===== src/rtl/phy_pkg.sv =====
// Lane-level symbols and receiver state encoding.
// This package is shared by the transmitter, the receiver and the byte striping logic.
package phy_pkg;

  localparam logic [7:0] COM_SYM = 8'hBC;

  typedef enum logic [1:0] {
    SEARCH  = 2'd0,
    SYNC    = 2'd1,
    ALIGNED = 2'd2
  } rx_state_t;

  function automatic logic is_com(input logic [7:0] sym);
    return sym == COM_SYM;
  endfunction

endpackage


===== src/rtl/serial_paralelo_rx_if.sv =====
// Serial lane in, byte stream out. The master drives the lane; the slave is the receiver.
// There is no backpressure: data_in is accepted every clock.
interface serial_paralelo_rx_if;
  logic       data_in;
  logic [7:0] data_out;
  logic       valid_out;
  logic       active;

  modport master (output data_in, input data_out, valid_out, active);
  modport slave  (input data_in, output data_out, valid_out, active);
endinterface


===== src/rtl/serial_paralelo_rx_shift.sv =====
// MSB-first 8-bit shift register. sr_next is the byte that includes the bit sampled this edge.
// It has zero latency on sr_next, one cycle on internal state, and no backpressure.
module sp_shift_reg8 (
  input  logic       clk_32f,
  input  logic       reset,
  input  logic       data_in,
  output logic [7:0] sr_next
);

  logic [7:0] sr;

  assign sr_next = {sr[6:0], data_in};

  always_ff @(posedge clk_32f) begin
    if (reset) sr <= 8'h00;
    else       sr <= sr_next;
  end

endmodule


===== src/rtl/serial_paralelo_rx.sv =====
// Lane deserializer that locks byte alignment on COM_COUNT aligned COM symbols and emits payload bytes.
// A byte is registered on the edge that samples its LSB and is held for 8 cycles. There is no backpressure.
import phy_pkg::*;

module serial_paralelo_rx #(
  parameter int unsigned COM_COUNT = 4
) (
  input  logic                 clk_32f,
  input  logic                 reset,
  serial_paralelo_rx_if.slave  lane
);

  localparam logic [3:0] COM_TARGET = 4'(COM_COUNT);

  logic [7:0] sr_next;
  logic [2:0] bit_cnt;
  logic [3:0] com_cnt;
  rx_state_t  state;
  logic       com_now;
  logic       boundary;

  sp_shift_reg8 u_shift (
    .clk_32f (clk_32f),
    .reset   (reset),
    .data_in (lane.data_in),
    .sr_next (sr_next)
  );

  assign com_now  = is_com(sr_next);
  assign boundary = (bit_cnt == 3'd7);

  always_ff @(posedge clk_32f) begin
    if (reset) begin
      bit_cnt        <= 3'd0;
      com_cnt        <= 4'd0;
      state          <= SEARCH;
      lane.data_out  <= 8'h00;
      lane.valid_out <= 1'b0;
      lane.active    <= 1'b0;
    end else begin
      bit_cnt <= bit_cnt + 3'd1;
      case (state)
        SEARCH: begin
          // A COM found at any bit offset defines the byte phase.
          if (com_now) begin
            bit_cnt <= 3'd0;
            com_cnt <= 4'd1;
            if (COM_TARGET == 4'd1) begin
              state       <= ALIGNED;
              lane.active <= 1'b1;
            end else begin
              state <= SYNC;
            end
          end
        end
        SYNC: begin
          if (boundary) begin
            if (com_now) begin
              com_cnt <= com_cnt + 4'd1;
              if (com_cnt + 4'd1 == COM_TARGET) begin
                state       <= ALIGNED;
                lane.active <= 1'b1;
              end
            end else begin
              state   <= SEARCH;
              com_cnt <= 4'd0;
            end
          end
        end
        ALIGNED: begin
          if (boundary) begin
            if (com_now) begin
              lane.valid_out <= 1'b0;
            end else begin
              lane.data_out  <= sr_next;
              lane.valid_out <= 1'b1;
            end
          end
        end
        default: begin
          state          <= SEARCH;
          com_cnt        <= 4'd0;
          lane.valid_out <= 1'b0;
          lane.active    <= 1'b0;
        end
      endcase
    end
  end

endmodule

===== src/flat_wrapper.sv =====
// flat-port wrapper written by rule: the top's interface ports become plain ports
module serial_paralelo_rx_flat 
#(
  parameter int unsigned COM_COUNT = 4
)
  (clk_32f, reset, lane_data_in, lane_data_out, lane_valid_out, lane_active);
  serial_paralelo_rx_if lane_i ();
  input  logic clk_32f;
  input  logic reset;
  input wire logic [$bits(lane_i.data_in)-1:0] lane_data_in;
  output wire logic [$bits(lane_i.data_out)-1:0] lane_data_out;
  output wire logic [$bits(lane_i.valid_out)-1:0] lane_valid_out;
  output wire logic [$bits(lane_i.active)-1:0] lane_active;
  assign lane_i.data_in = lane_data_in;
  assign lane_data_out = lane_i.data_out;
  assign lane_valid_out = lane_i.valid_out;
  assign lane_active = lane_i.active;
  serial_paralelo_rx #(.COM_COUNT(COM_COUNT)) u_core (.clk_32f(clk_32f), .reset(reset), .lane(lane_i));
endmodule

===== config.mk =====
export PLATFORM = sky130hd
export DESIGN_NAME = serial_paralelo_rx_flat
export DESIGN_NICKNAME = d
export VERILOG_FILES = /design/src/rtl/phy_pkg.sv /design/src/rtl/serial_paralelo_rx_if.sv /design/src/rtl/serial_paralelo_rx_shift.sv /design/src/rtl/serial_paralelo_rx.sv /design/src/flat_wrapper.sv
export SDC_FILE = /design/constraint.sdc
export NUM_CORES = 1
export LEC_CHECK = 0
export CAP_MARGIN = 30
export CORE_UTILIZATION = 53
export DETAILED_ROUTE_END_ITERATION = 6
export GPL_ROUTABILITY_DRIVEN = 1
export GPL_TIMING_DRIVEN = 0
export PLACE_DENSITY = 0.76
export SKIP_LAST_GASP = 1
export SLEW_MARGIN = 20
export SYNTH_ARGS = -nofsm -noshare
export SYNTH_HDL_FRONTEND = slang
export SYNTH_SLANG_ARGS = --single-unit

===== constraint.sdc =====
create_clock -name clk_32f -period 1.9 [get_ports clk_32f]
set_input_delay 0.38 -clock clk_32f [delete_from_list [all_inputs] [get_ports clk_32f]]
set_output_delay 0.38 -clock clk_32f [all_outputs]
set_load 0.1 [all_outputs]

==> summary.md <==
In this run the clock root is driven by a clkbuf_4. STA classifies the critical path startpoint as a flip-flop. The most numerous cell on the critical path was ha_1. Compared with the post-synthesis result, the final layout area differs by 18.84%.

The post-synthesis average cell area was 9.963 um^2; the peak supply drop was 0.0006296 V. The floorplan has 15 rows. The iteration-0 DRC count of the detailed router was 23; the number of synthesized flops with an enable pin was 0.

The final layout contains routed wiring with a total length of 2067 um. Input and output buffers added on the ports amount to 12. In this run, distinct cell masters in the synthesized netlist total 36. The cell type with the largest total area after synthesis is dfxtp_1. The logs give 0 for the number of warnings reported in the yosys synthesis log and 1960 ps for the data arrival time of the critical path. Summing internal, switching and leakage power gives 0.9612 mW. Of the synthesized area, sequential elements account for 48.37%. Summed over all layers, the global routing overflow is 0. At the end of routability-driven placement, the weighted congestion stood at 0.8591. The initial antenna violation count was 0. The sink count of the clock tree came out at 26. On the critical path, the stage with the largest delay is an instance of dfxtp_1.

The leakage component of the power is 0.5016 nW, and the portion of the clock cycle consumed by the worst path in the final layout is 92.60%. The tools report the number of hold-slack violations in the final timing report as 0. The flow ran to the end, and the final reports show no timing, DRC or antenna violations.

The detailed-route wire length per cell was 13.60 um; the minimum period implied by the final worst setup slack was 1759 ps. TritonCTS built the clock tree. The number of antenna diodes in the final layout is 0. The tools report the critical path data required time as 2100 ps. The start-to-end type of the worst setup path was reg2reg. The number of cells in the design after placement is 145. The floorplan die width was 47.06 um; the die area was 0.002215 mm^2. The number of clock buffers added by TritonCTS is 3. The tools report the number of H-tree levels as 1. Global routing consumed, over all layers together, 21.49% of the routing resources.

For the estimated wirelength of the detail-placed design, the log shows 1439 um. The height of the die works out to 47.06 um. Flip-flop and latch count after synthesis: 26. Via count normalized by instance count: 5.559. The number of failing setup endpoints in the final timing report was 0.

Once detail routing completed, the nets flagged for antenna violations numbered 0. The post-synthesis instance area came out at 0.001076 mm^2. The run gives 845 as the overall via count from detail_route. The path type of the worst min-delay path was reg2reg. For this run, the detailed router's first-pass iteration total came to 4. During I/O placement, the number of pins put on the boundary was 13. The core region is 0.001821 mm^2. The signal on the critical path passes through ha_1, ha_1, nand3b_1, a21oi_4, mux2i_1, nor2_1. The logs give 152 for the post-layout instance count excluding filler cells and 0 for the reported max-cap violation count.

At the later pin of the worst-skew pair, clock insertion delay measures 330 ps. Setup repair after global routing left no endpoint under its margin. The most common cell in the synthesized netlist is dfxtp_1. The delay of the slowest cell on the worst path was 370 ps. STA classifies the critical path endpoint as a flip-flop. Headroom to the max-slew limit came out at 63.79%. The peak fanout along the critical path was 7. The logs give 0 for the number of max-slew violations in the final report and 14.92 ps for the final setup skew. In this run the biggest area consumer among cell types represents 48.37% of the synthesized area. The via count of the first global-routing pass is 745. Ranked by instance count, the synthesized netlist is headed by dfxtp_1, nor2_1, nor2b_1. Based on the critical path, the design can be clocked at up to 568.4 MHz. The logs give 135 for the post-layout net count and 108 for the cell count after synthesis.

Power per unit of standard cell area: 751.7 mW/mm^2. Of all flip-flops after synthesis, the portion carrying an async set or reset was 0%. The pin count of the biggest net entering global routing was 16. The initial cell density of the core is 59.11%. The post-synth net total was 115; the clock input transition at the sequential cells of the worst setup and hold paths was 140 ps. The longest clock path from root to sink contains 2 buffers. Hold timing on the final database bottoms out at a slack of 447.7 ps.

The worst-margin pin slew is 545.6 ps. The first-pass GRT wire length came out at 3215 um. The primary flip-flop cell chosen by synthesis mapping was dfxtp_1. The residual DRC count was 0; the share of post-route cells with drive strength above 1 was 21.26%. Yosys attributes the largest share of cell area to dfxtp_1, mux2i_1, ha_1, nor2b_1, nor2_1.
[final timing paths]
path	start	to	slack (ps)	cells after the start
hold reg to reg	u_core.bit_cnt[0]	u_core.bit_cnt[0]	450	1
setup / recovery	u_core.bit_cnt[0]	u_core.lane.data_out[3]	140	6
hold / removal	u_core.bit_cnt[0]	u_core.bit_cnt[0]	450	1
setup reg to reg	u_core.bit_cnt[0]	u_core.lane.data_out[3]	140	6
[where the power goes]
part | switching (mW) | internal [mW]
Sequential | 0.00410 | 0.554
Combinational | 0.0150 | 0.0122
Clock | 0.163 | 0.214
[stage by stage]
step	setup TNS [ps]	cell area [um^2]	utilization [%]	worst slack (ps)
2_1_floorplan	0	1076	-	381.5
3_3_place_gp	-101.4	1227	67.42	-51.19
3_5_place_dp	-205.2	1227	67.42	-61.05
4_1_cts	-61.70	1282	70.45	-61.70
5_1_grt	0	1279	70.24	16.26
6_report	0	1279	70.24	140.6
[flip-flops by register name, indices dropped and copies added, names as in the netlist]
name                   cells
u_core.lane.valid_out      1
u_core.lane.data_out       8
u_core.bit_cnt             3
u_core.u_shift.sr          7
u_core.com_cnt             4
u_core.lane.active         1
u_core.state               2
[what timing repair did]
item	4_1_cts	5_1_grt
setup buffers	0	2
setup endpoints to repair	10	10
gates resized for setup	22	8
hold buffers	0	0
gates cloned	0	1
[layout make-up]
cell class                      count  area (um^2)
Fill cell                         153        541.8
Multi-Input combinational cell     76        536.8
Sequential cell                    26        520.5
Timing Repair Buffer               14        110.1
Tap cell                           25        31.28
Clock inverter                      1        30.03
Clock buffer                        3        22.52
Buffer                              4        16.27
Inverter                            3        11.26
[metal layers]
layer  up-vias  routed length (um)  global-route usage (%)
met5         -                   0                       0
met4         0                  25                   8.571
met3         4                 102                   6.923
met2        21                 893                   32.22
met1       394                1044                   28.78
li1        426                   -                       -
[critical path, delay by kind of cell (launching register included)]
kind / cells / cell delay, ps
adders and majority gates: 2 / 430
DFF: 1 / 370
and+or+nand+nor: 2 / 310
AOI/OAI and AO/OA: 1 / 300
muxes: 1 / 230
[cell families (layout without fill, tap and decap cells)]
| logic type | count (synthesis) | in the layout | share of synthesized area [%] |
|---|---|---|---|
| AND/OR/NAND/NOR | 42 | 42 | 21.63 |
| flip-flops | 26 | 26 | 48.37 |
| AO/OA/AOI/OAI | 23 | 24 | 17.21 |
| buffers and inverters | 7 | 25 | 2.558 |
| multiplexers | 6 | 6 | 5.582 |
| adder cells (fa/ha/maj) | 4 | 4 | 4.651 |
[cells in the final DEF, fill, tap and decap left out, drive strengths merged, types with 2 or more instances in the layout]
master         count
a21oi              6
a21o               2
inv                3
nand3              4
buf                3
o21ai              5
dfxtp             26
nor2              10
and3               2
clkdlybuf4s50      2
nand2              6
or2                2
nor3               2
ha                 4
clkdlybuf4s15      4
a211oi             2
o221a              2
clkbuf            12
mux2i              6
nor2b              8
(Power assumes the default switching activity.)
